### config.mk
export PLATFORM = sky130hd
export DESIGN_NAME = fetch_buffer
export DESIGN_NICKNAME = d
export VERILOG_FILES = /design/src/rtl/fetch_buffer_pkg.sv /design/src/rtl/fetch_buffer.sv
export SDC_FILE = /design/constraint.sdc
export NUM_CORES = 1
export LEC_CHECK = 0
export CAP_MARGIN = 20
export CORE_ASPECT_RATIO = 2
export CORE_UTILIZATION = 25
export DETAILED_ROUTE_END_ITERATION = 10
export PLACE_DENSITY = 0.41
export RECOVER_POWER = 50
export SLEW_MARGIN = 30
export SYNTH_ARGS = -nofsm -noshare
export SYNTH_HDL_FRONTEND = slang
export SYNTH_SLANG_ARGS = --single-unit
export TNS_END_PERCENT = 100
### constraint.sdc
create_clock -name clk -period 6.7 [get_ports clk]
set_input_delay 0.67 -clock clk [delete_from_list [all_inputs] [get_ports clk]]
set_output_delay 0.67 -clock clk [all_outputs]
set_load 0.005 [all_outputs]
### src/rtl/fetch_buffer_pkg.sv
// Shared fetch/decode core definitions: field widths, the decode bubble
// instruction and the {pc, instr} queue entry layout.
package fetch_buffer_pkg;

    localparam int unsigned XLEN = 32;

    // addi x0, x0, 0
    localparam logic [XLEN-1:0] NOP_INSTR = 32'h00000013;

    typedef struct packed {
        logic [XLEN-1:0] pc;
        logic [XLEN-1:0] instr;
    } fetch_entry_t;

    function automatic logic is_word_aligned(input logic [1:0] pc_lsbs);
        return pc_lsbs == 2'b00;
    endfunction

endpackage

### src/rtl/fetch_buffer.sv
// Instruction fetch queue between the pc/instr_rom pair and decode: a small
// circular FIFO of {pc, instr} entries with valid/ready on both sides.
module fetch_buffer
    import fetch_buffer_pkg::is_word_aligned;
#(
    parameter int unsigned DEPTH = 4,
    parameter int unsigned XLEN  = fetch_buffer_pkg::XLEN
) (
    input  logic                     clk,
    input  logic                     reset,
    input  logic                     fetch_valid,
    input  logic [XLEN-1:0]          fetch_pc,
    input  logic [XLEN-1:0]          fetch_instr,
    output logic                     fetch_ready,
    input  logic                     flush,
    output logic                     dec_valid,
    input  logic                     dec_ready,
    output logic [XLEN-1:0]          dec_pc,
    output logic [XLEN-1:0]          dec_instr,
    output logic [$clog2(DEPTH):0]   count,
    output logic                     misalign_err
);

    localparam int unsigned PW = $clog2(DEPTH);
    localparam int unsigned CW = PW + 1;

    typedef struct packed {
        logic [XLEN-1:0] pc;
        logic [XLEN-1:0] instr;
    } entry_t;

    entry_t          mem [DEPTH];
    logic [PW-1:0]   rd_ptr;
    logic [PW-1:0]   wr_ptr;
    logic            aligned;
    logic            push;
    logic            pop;
    logic            misalign_attempt;

    // Ready depends only on the registered count; no pop-to-ready bypass.
    assign fetch_ready      = (count < CW'(DEPTH));
    assign dec_valid        = (count != '0);
    assign aligned          = is_word_aligned(fetch_pc[1:0]);
    assign push             = fetch_valid & fetch_ready & ~flush & aligned;
    assign pop              = dec_valid & dec_ready & ~flush;
    assign misalign_attempt = fetch_valid & fetch_ready & ~flush & ~aligned;

    assign dec_pc    = dec_valid ? mem[rd_ptr].pc    : '0;
    assign dec_instr = dec_valid ? mem[rd_ptr].instr : '0;

    always_ff @(posedge clk) begin
        if (reset || flush) begin
            rd_ptr       <= '0;
            wr_ptr       <= '0;
            count        <= '0;
            misalign_err <= 1'b0;
        end else begin
            if (push) begin
                wr_ptr <= wr_ptr + 1'b1;
            end
            if (pop) begin
                rd_ptr <= rd_ptr + 1'b1;
            end
            unique case ({push, pop})
                2'b10:   count <= count + 1'b1;
                2'b01:   count <= count - 1'b1;
                default: count <= count;
            endcase
            if (misalign_attempt) begin
                misalign_err <= 1'b1;
            end
        end
    end

    // Storage is deliberately left uncleared by reset and flush.
    always_ff @(posedge clk) begin
        if (!reset && push) begin
            mem[wr_ptr] <= '{pc: fetch_pc, instr: fetch_instr};
        end
    end

endmodule

# ---- Word level (Yosys, flattened, before mapping)
# Memory sizes are Yosys's and may differ from the RTL's. A register that Yosys moved wholly into a read port is not among the register bits.
# Cells that the tools add are included.
# Widths: inputs -> output; s select.
dict set report op_classes {
  addsub 4
  n_eq_ne 2
  bitwise_logic 8
  reduce_logical 6
  magnitude_cmp 1
  n_mux 7
}
# op count
set op_table {}
lappend op_table {{$mux 32} 2}
lappend op_table {{$and 1x1->1} 6}
lappend op_table {{$pmux 3 s2} 1}
lappend op_table {{$add 2x1->2 const B} 2}
lappend op_table {{$mux 2} 2}
lappend op_table {{$add 3x1->3 const B} 1}
lappend op_table {{$lt 3x3->1 const B} 1}
lappend op_table {{$reduce_bool 3->1} 1}
lappend op_table {{$sub 3x1->3 const B} 1}
lappend op_table {{$eq 2x1->1 const B} 1}
lappend op_table {{$eq 2x2->1 const B} 1}
lappend op_table {{$logic_not 2->1} 1}
lappend op_table {{$mux 1} 2}
lappend op_table {{$not 1->1} 2}
lappend op_table {{$reduce_bool 2->1} 1}
lappend op_table {{$logic_and 1x1->1} 1}
lappend op_table {{$logic_not 1->1} 1}
lappend op_table {{$logic_or 1x1->1} 1}
dict set report totals {
  regBits 8
  memories 1
  output_inout_bits 70
  ramBits 256
  wordCells 33
}
# memory depth word_bits read_ports rd_ports_with_merged_regs wr line
set mem_list {}
lappend mem_list {mem 4 64 1 1 1 fetch_buffer.sv:32} ;# entry_t mem [DEPTH];

# ---- Logic depth before layout (Yosys ltp)
# Gate-level depths: netlist (run 1).
dict set report depth {
  depth_word 7
  ltp_mapped 8
}

# ---- Worst setup path after synthesis (run 1)
# No wires, ideal clock.
dict set report synth_path {
  path_type {input to register}
  startpoint {in fetch_pc[1]}
  endpoint {mem mem[0][0] in the netlist's numbering, enable pin}
  stages 2
  setup_slack_ps 3586
  arrival_ps 2685
  setup_time_ps 429
  n_path_buf 0
  path_cell_list {nor4b_4 > and3_1}
}
dict set report synth_between {
  elab_chain_len 5
}
# item line
set synth_rtl {}
lappend synth_rtl {{start: declaration} fetch_buffer.sv:12} ;# input logic [XLEN-1:0] fetch_pc,
lappend synth_rtl {{$logic_not 2->1} fetch_buffer_pkg.sv:16} ;# return pc_lsbs == 2'b00;
lappend synth_rtl {{$and 1x1->1} fetch_buffer.sv:44} ;# assign push = fetch_valid & fetch_ready & ~flush & aligned;
lappend synth_rtl {{$logic_and 1x1->1} fetch_buffer.sv:77} ;# if (!reset && push) begin
lappend synth_rtl {{$mux 1} fetch_buffer.sv:77}
lappend synth_rtl {{$mux 1 (not written as such)} fetch_buffer.sv:78} ;# mem[wr_ptr] <= '{pc: fetch_pc, instr: fetch_instr};
lappend synth_rtl {{end: declaration} fetch_buffer.sv:32}
# Every way passes these cells.

# ---- Worst setup path in the final report (run 1)
dict set report layout_path {
  startpoint {in fetch_pc[1]}
  endpoint {mem mem[1][21] in the netlist's numbering, enable pin}
}
# Same word-level chain as after synthesis.

==> flow_summary_export.csv, run 1 <==
group,metric,value,unit
logic_synthesis,async_reset_ff_share,0,%
logic_synthesis,yosys.area.top_type,"edfxtp_1",
worst_setup_path,cp_common_cell,"buf_12",
worst_setup_path,start_kind,"input pin",
placement,post-dp-hpwl,14500,µm
final_layout,fillCellCount,3835,
timing,hold_viol,0,
worst_setup_path,rr_worst_depth,4,
clocking,cts_tree,"yes",
worst_setup_path,end_kind,"register",
global_routing,grtUsageTotal,11.5,%
timing,worstMarginPinSlew,1.23,ns
timing,fin_crit_sh,57.1,%
route,dr.pass1.iters,4,
route,wirelength,23100,µm
worst_setup_path,crit_path_cell_trace,"dlygate4sd3_1, nor4b_1, and3_1, buf_12, buf_12",
logic_synthesis,syn-num-nets,535,
timing,fin_worst_skew,0.0128,ns
timing,tns,0,ns
logic_synthesis,synth_edf_count,256,
timing,drv_slew,0,
die,num_rows,104,
final_layout,final_cells,1165,
final_layout,multi_input_area,0.00214,mm²
placement,io_buffers,138,
clocking,clk_latency,0.52,ns
clocking,cts_hold_buf,0,
clocking,htree_levels,1,
route,drc,0,
route,vias,4927,
worst_setup_path,worstSetupStartpoint,"fetch_pc[1]",
final_layout,syn_to_final_growth,29.2,%
power_and_ir_drop,p_leak,4.07,nW
route,wl_met3,969,µm
worst_setup_path,crit_fanout,26,
global_routing,grt_max_degree,66,
logic_synthesis,synth_seq_area_share,77.3,%
die,start_util,25.4,%
logic_synthesis,yosys_warnings,0,
worst_setup_path,required,6.92,ns
logic_synthesis,synth_area_per_cell,22.2,µm²
clocking,cts_buffers,25,
die,io_pins,139,
final_layout,final_util,32.8,%
route,viasPerCell,4.23,
route,wl_per_cell,19.8,µm
clocking,cts_resized,0,
clocking,cts.sink_count,266,
global_routing,grt_overflow,0,
logic_synthesis,synth_flop_cell,"edfxtp_1",
worst_setup_path,crit_arrival,4.04,ns
route,antenna_left,0,
clocking,clkTransAtPathRegs,0.06,ns
global_routing,grt_pass1_wl,34600,µm
route,met1Wirelength,8430,µm
clocking,cts-root-buf,"clkbuf_16",
worst_setup_path,critPathMaxStageDelay,1.10,ns
power_and_ir_drop,power_per_cell_area,255,mW/mm²
route,routed.top_layer,"met4",
worst_setup_path,critical_path_class,"in2reg",
global_routing,antenna_found_initial,4,
logic_synthesis,synth.top_cell.area_share,75.3,%
worst_setup_path,reg2reg_from,"count[2]",
worst_setup_path,cp_slowest_cell,"and3_1",
final_layout,layout-drive-gt1-share,18.5,%
logic_synthesis,syn_inst,460,
logic_synthesis,synth_common_cells,"256 x edfxtp_1, 64 x and2_1, 61 x mux4_2",
timing,min_period,3.83,ns
power_and_ir_drop,vdd_drop_max,0.149,mV
die,die_h,288,µm
logic_synthesis,synth_cell_type_count,30,
global_routing,grt_pass1_vias,5652,
placement,dpl.cell_count,1118,
logic_synthesis,ys_seq_elements,266,
outcome,status,"finished, final reports clean",
route,wl_met2,13100,µm
clocking,clock_path_buffers,3,
worst_setup_path,crit_family,"simple AND/OR/NAND/NOR gates",
logic_synthesis,synth_area,0.0102,mm²
die,die_x,145,µm
hold_path,hold_class,"reg2reg",
hold_path,whs_path_depth,1,
timing,rsz0062_at_grt,"false",
die,coreArea,0.0402,mm²
worst_setup_path,crit_cells,5,
hold_path,worstHoldStart,"misalign_err",
timing,setup_viol,0,
final_layout,nets,691,
clocking,post_cts_buffers,0,
final_layout,regArea,0.00790,mm²
placement,gp_congestion,0.669,
logic_synthesis,synth_area_leaders,"edfxtp_1 75%, mux4_2 13%, and2_1 3.9%",
timing,fmax,261,MHz
run,max-cap-violations,0,
worst_setup_path,path_buf_inv,3,
logic_synthesis,post-synth-top-count-cell,"edfxtp_1",
route,drtIter0Drc,191,
die,dieArea,0.0417,mm²
timing,relSlewSlack,16.5,%
==> where the power goes <==
group	internal, W	switching [W]
sequential	0.00183	0.00000172
combinational	0.0000441	0.0000369
clock	0.000857	0.000605
==> through the flow <==
step | worst slack, ns | hold slack, ns | area [µm²] | total power [W]
2_1_floorplan | 3.59 | 0.464 | 10200 | 0.00188
3_3_place_gp | 3.11 | 0.463 | 12200 | 0.00195
3_5_place_dp | 3.14 | 0.457 | 12400 | 0.00195
4_1_cts | 2.57 | 0.482 | 13200 | 0.00344
5_1_grt | 2.66 | 0.495 | 13200 | 0.00348
6_report | 2.87 | 0.465 | 13200 | 0.00337
==> layout make-up <==
class | instances | area share, %
flip-flops and latches | 266 | 59.9
clock inverters | 13 | 1.37
multi-input cells | 166 | 16.2
diodes | 2 | 0.0380
well taps | 530 | 5.03
inverters | 6 | 0.171
clock buffers | 31 | 4.99
repair buffers | 151 | 12.3
==> layer usage <==
| metal | vias to the layer above | global-route usage [%] |
|---|---|---|
| li1 | 2170 | - |
| met4 | 0 | 3.87 |
| met5 | - | 0 |
| met2 | 122 | 22.2 |
| met1 | 2602 | 12.5 |
| met3 | 33 | 1.60 |
==> flip-flops by register name (all words and copies together), names as in the netlist, named ones only <==
signal,cells
wr_ptr,2
rd_ptr,2
mem,256
misalign_err,1
count,3
==> placed cells by master, fill, tap and decap left out, types with 2 or more instances in the layout <==
| master | instances |
|---|---|
| inv_1 | 5 |
| buf_12 | 10 |
| clkbuf_16 | 25 |
| a21oi_1 | 2 |
| dfxtp_4 | 2 |
| edfxtp_1 | 256 |
| clkdlybuf4s50_1 | 73 |
| xor2_1 | 4 |
| dlygate4sd3_1 | 65 |
| clkbuf_1 | 5 |
| and2_1 | 64 |
| mux4_2 | 61 |
| bufinv_16 | 4 |
| buf_4 | 2 |
| mux4_1 | 3 |
| clkinv_2 | 4 |
| diode_2 | 2 |
| nor2_1 | 10 |
| and3_1 | 4 |
| dfxtp_1 | 8 |
| ha_1 | 5 |
==> worst reg2reg max path: stages (launching register included) <==
cell and delay (ns):
dfxtp_1 0.37, nor4b_1 1.07, and3_1 1.10, buf_12 0.30, buf_12 0.23
==> path summary, 6_finish.rpt <==
| kind | slack (ns) | endpoint |
|---|---|---|
| setup / recovery | 2.87 | mem[1][21] |
| hold / removal | 0.47 | misalign_err |
| setup reg to reg | 3.30 | mem[1][21] |
| hold reg to reg | 0.47 | misalign_err |
==> logic make-up after synthesis <==
family,Yosys count,synth area share (%)
compound gates,7,0.478
xor+xnor,5,0.429
fa+ha+maj,6,0.809
buf+inv,28,1.68
flops,266,77.3
mux,65,14.3
simple gates,83,5.00
Note: power is estimated with default switching activity, not from simulation.
==> inputs of run 2 (changes only) <==
- clock period: 6.7 -> 3.8 ns (I/O delays scaled with it)
==> flow_summary_export.csv, run 2 (synthesized netlist as in run 1, its figures left out) <==
group,metric,value,unit
outcome,status,"finished, final reports clean",
placement,post-dp-hpwl,14800,µm
timing,worstMarginPinSlew,1.30,ns
worst_setup_path,crit_family,"flip-flops",
final_layout,layout-drive-gt1-share,18.2,%
power_and_ir_drop,power_per_cell_area,439,mW/mm²
timing,setup_viol,0,
timing,rsz0062_at_grt,"false",
timing,drv_slew,0,
global_routing,grt_pass1_wl,34600,µm
route,antenna_left,0,
power_and_ir_drop,vdd_drop_max,0.257,mV
global_routing,grtUsageTotal,11.6,%
final_layout,mostFrequentLayoutCell,"edfxtp_1",
worst_setup_path,start_kind,"register",
power_and_ir_drop,power,0.00572,W
die,num_rows,104,
worst_setup_path,path_buf_inv,2,
final_layout,fillCellCount,3799,
die,die_h,288,µm
timing,min_period,3.10,ns
route,wl_per_cell,20.1,µm
final_layout,multi_input_area,0.00216,mm²
placement,io_buffers,138,
route,viasPerCell,4.24,
global_routing,grt_pass1_vias,5425,
final_layout,top_register,"mem",
final_layout,largest_reg_flops,256,
route,wirelength,23400,µm
clocking,clk_latency,0.52,ns
final_layout,regArea,0.00790,mm²
power_and_ir_drop,p_leak,4.00,nW
clocking,post_cts_buffers,0,
run,max-cap-violations,0,
timing,hold_viol,0,
placement,gp_congestion,0.714,
timing,fin_crit_sh,81.7,%
worst_setup_path,end_kind,"primary output",
route,drtIter0Drc,239,
worst_setup_path,required,3.42,ns
die,start_util,25.4,%
route,drc,0,
clocking,cts_resized,0,
final_layout,reg_top3,"mem: 256 flops, count: 3 flops",
worst_setup_path,crit_fanout,54,
timing,fin_worst_skew,0.00792,ns
final_layout,design_area,0.0130,mm²
clocking,htree_levels,1,
clocking,cts.sink_count,266,
hold_path,hold_class,"reg2reg",
die,dieArea,0.0417,mm²
global_routing,grt_overflow,0,
route,dr.pass1.iters,4,
global_routing,antenna_found_initial,9,
final_layout,final_util,32.4,%
global_routing,grt_max_degree,55,
final_layout,final_cell_mix,"256 x edfxtp_1, 70 x clkdlybuf4s50_1, 68 x dlygate4sd3_1",
clocking,cts-root-buf,"clkbuf_16",
clocking,cts_buffers,25,
worst_setup_path,cp_slowest_cell,"dfxtp_4",
timing,tns,0,ns
final_layout,syn_to_final_growth,27.7,%
worst_setup_path,critical_path_class,"reg2out",
die,die_x,145,µm
timing,relSlewSlack,12.1,%
clocking,cts_hold_buf,0,
final_layout,nets,688,
timing,fmax,322,MHz
clocking,cts_tree,"yes",
clocking,clkTransAtPathRegs,0.06,ns
worst_setup_path,crit_path_cell_trace,"buf_4, mux4_2, and2_1, clkdlybuf4s50_1",
clocking,clock_path_buffers,3,
worst_setup_path,critPathMaxStageDelay,0.93,ns
timing,worst_hold_slack,0.475,ns
placement,postPlaceCellArea,0.0123,mm²
die,coreArea,0.0402,mm²
route,vias,4932,
worst_setup_path,crit_arrival,2.72,ns
die,io_pins,139,
## run 2: metrics by stage
stage               worst slack, ns  cells
floorplan                     0.949    460
global placement               1.06   1116
detailed placement            0.949   1116
CTS                           0.603   1161
global route                  0.448   1162
finish                        0.697   1163
## run 2: layout make-up
type / count / area share [%]
sequential: 266 / 60.6
multi-input combinational: 166 / 16.6
timing repair buffer: 148 / 11.7
clock buffer: 37 / 5.62
tap: 530 / 5.09
clock inverter: 8 / 0.307
inverter: 6 / 0.173
antenna: 2 / 0.0384
## run 2: worst register-to-register path, stage by stage (launching register included)
cell,delay (ns)
dfxtp_1,0.38
nor4b_1,1.12
and3_4,0.71
buf_12,0.32
## run 2: worst paths after layout
check               start      endpoint  slack [ns]  cells past startpoint
max              register    dec_pc[28]        0.70                      4
min          misalign_err  misalign_err        0.48                      1
min reg2reg  misalign_err  misalign_err        0.48                      1
max reg2reg      count[2]    mem[3][41]        0.89                      3
## run 2: per-layer routing
layer / vias to the layer above / routed length [µm] / global-route usage [%]
li1: 2157 / - / -
met1: 2596 / 8520 / 12.5
met2: 135 / 13100 / 22.2
met3: 44 / 938 / 1.56
met4: 0 / 792 / 4.58
met5: - / 0 / 0
## run 2: where the power goes
part / switching (W) / total, W / internal, W
Clock: 0.00101 / 0.00235 / 0.00133
Combinational: 0.0000690 / 0.000147 / 0.0000775
Sequential: 0.00000297 / 0.00322 / 0.00322
==> inputs of run 3 (changes only) <==
- PLACE_DENSITY: 0.41 -> 0.42
- clock period: 3.8 -> 2.58 ns (I/O delays scaled with it)
==> flow_summary_export.csv, run 3 (synthesized netlist as in run 1, its figures left out) <==
group,metric,value,unit
route,wl_per_cell,20.1,µm
worst_setup_path,crit_fanout,6,
hold_path,hold_end,"mem[2][27]",
timing,worstMarginPinSlew,0.644,ns
final_layout,reg_top3,"mem: 256 flops, count: 3 flops",
worst_setup_path,crit_path_cell_trace,"buf_12, buf_16, buf_4, mux4_2, and2_1, dlygate4sd2_1",
worst_setup_path,reg2reg_to,"mem[2][53]",
placement,postPlaceCellArea,0.0124,mm²
outcome,status,"finished, final reports clean",
worst_setup_path,cp_slowest_cell,"mux4_2",
die,num_rows,104,
clocking,cts.sink_count,266,
die,die_x,145,µm
final_layout,fillCellCount,3781,
worst_setup_path,crit_arrival,2.24,ns
worst_setup_path,crit_family,"buffers and inverters",
timing,fin_crit_sh,96.8,%
power_and_ir_drop,comb_power_share,2.4,%
clocking,clk_latency,0.52,ns
clocking,cts_hold_buf,0,
worst_setup_path,rr_worst_depth,4,
route,viasPerCell,4.19,
placement,dpl.cell_count,1121,
worst_setup_path,path_buf_inv,4,
global_routing,grt_pass1_wl,34700,µm
die,dieArea,0.0417,mm²
timing,hold_viol,0,
timing,min_period,2.50,ns
die,coreArea,0.0402,mm²
clocking,htree_levels,1,
route,dr.pass1.iters,4,
route,vias,5021,
clocking,clkTransAtPathRegs,0.07,ns
final_layout,layout-drive-gt1-share,24.4,%
die,start_util,25.4,%
route,wirelength,24100,µm
global_routing,antenna_found_initial,9,
clocking,cts_tree,"yes",
worst_setup_path,required,2.32,ns
worst_setup_path,r2r_slack,0.27,ns
final_layout,largest_reg_flops,256,
worst_setup_path,critical_path_class,"reg2out",
placement,gp_congestion,0.699,
power_and_ir_drop,netSwitchingFraction,18.5,%
clocking,clock_path_buffers,3,
clocking,cts_buffers,25,
clocking,cts-root-buf,"clkbuf_16",
timing,fin_worst_skew,0.00645,ns
power_and_ir_drop,switchingPower,0.00161,W
timing,worst_hold_slack,0.447,ns
worst_setup_path,reg2reg_from,"count[2]",
worst_setup_path,end_kind,"primary output",
hold_path,worstHoldStart,"fetch_instr[27]",
final_layout,top_register,"mem",
final_layout,final_cells,1199,
worst_setup_path,start_kind,"register",
timing,fmax,400,MHz
final_layout,nets,724,
hold_path,whs_path_depth,1,
timing,relSlewSlack,56.5,%
route,antenna_left,0,
worst_setup_path,critPathMaxStageDelay,0.48,ns
final_layout,design_area,0.0136,mm²
global_routing,grt_max_degree,66,
global_routing,grt_overflow,0,
final_layout,multi_input_area,0.00216,mm²
global_routing,grtUsageTotal,11.7,%
timing,rsz0062_at_grt,"true",
hold_path,hold_class,"in2reg",
die,die_h,288,µm
power_and_ir_drop,power_per_cell_area,642,mW/mm²
power_and_ir_drop,vdd_drop_max,0.421,mV
power_and_ir_drop,p_int,0.00713,W
placement,io_buffers,138,
power_and_ir_drop,p_leak,4.59,nW
timing,drv_slew,0,
final_layout,final_cell_mix,"256 x edfxtp_1, 65 x dlygate4sd3_1, 63 x mux4_2",
power_and_ir_drop,seqPwrFrac,54.3,%
final_layout,regArea,0.00790,mm²
power_and_ir_drop,clockPowerShare,43.3,%
global_routing,grt_pass1_vias,5654,
die,io_pins,139,
placement,post-dp-hpwl,14000,µm
final_layout,mostFrequentLayoutCell,"edfxtp_1",
route,drtIter0Drc,248,
final_layout,syn_to_final_growth,33.4,%
route,drc,0,
timing,setup_viol,0,
run,max-cap-violations,0,
[run 3: worst max-delay path by stage]
stage,slack [ns],depth (start not counted),end
finish,0.08,6,dec_pc[4]
global route,-0.003,4,dec_instr[31]
global placement,0.28,9,count[2]
CTS,-0.06,4,dec_pc[31]
detailed placement,0.15,9,count[2]
floorplan,0.44,2,mem[0][0]
[run 3: power by group through the flow]
| stage | Combinational [W] | Sequential [W] | Clock (W) |
|---|---|---|---|
| after global routing | 0.000232 | 0.00474 | 0.00406 |
| after floorplan | 0.0000458 | 0.00484 | 0 |
| after CTS | 0.000236 | 0.00474 | 0.00392 |
| after detailed placement | 0.000235 | 0.00484 | 0 |
| final | 0.000213 | 0.00474 | 0.00379 |
| after global placement | 0.000227 | 0.00484 | 0 |
[run 3: layout make-up]
class	count	area share, %
sequential	266	58.0
tap	530	4.87
multi-input combinational	166	15.8
inverter	6	0.165
clock inverter	5	0.560
timing repair buffer	184	14.8
antenna	2	0.0367
clock buffer	40	5.75
[run 3: timing repair]
item	CTS	global route
pin swaps	0	3
endpoints found under the setup margin	64	16
setup buffers	13	13
gates resized for setup	83	16
gates cloned	4	1
[run 3: per-layer routing]
| metal | vias to the layer above | GRT usage (%) | wire [µm] |
|---|---|---|---|
| met5 | - | 0 | 0 |
| met4 | 0 | 3.89 | 599 |
| met3 | 45 | 1.65 | 878 |
| met2 | 117 | 22.4 | 13400 |
| met1 | 2626 | 12.7 | 9260 |
| li1 | 2233 | - | - |
[run 3: metrics by stage]
stage          total power (W)  utilization [%]  TNS (ns)  setup WS (ns)
2_1_floorplan          0.00489                -         0          0.438
3_3_place_gp           0.00506             30.9         0          0.281
3_5_place_dp           0.00507             30.9         0          0.150
4_1_cts                0.00890             33.5    -0.108        -0.0551
5_1_grt                0.00903             33.9  -0.00336       -0.00336
6_report               0.00874             33.9         0         0.0824
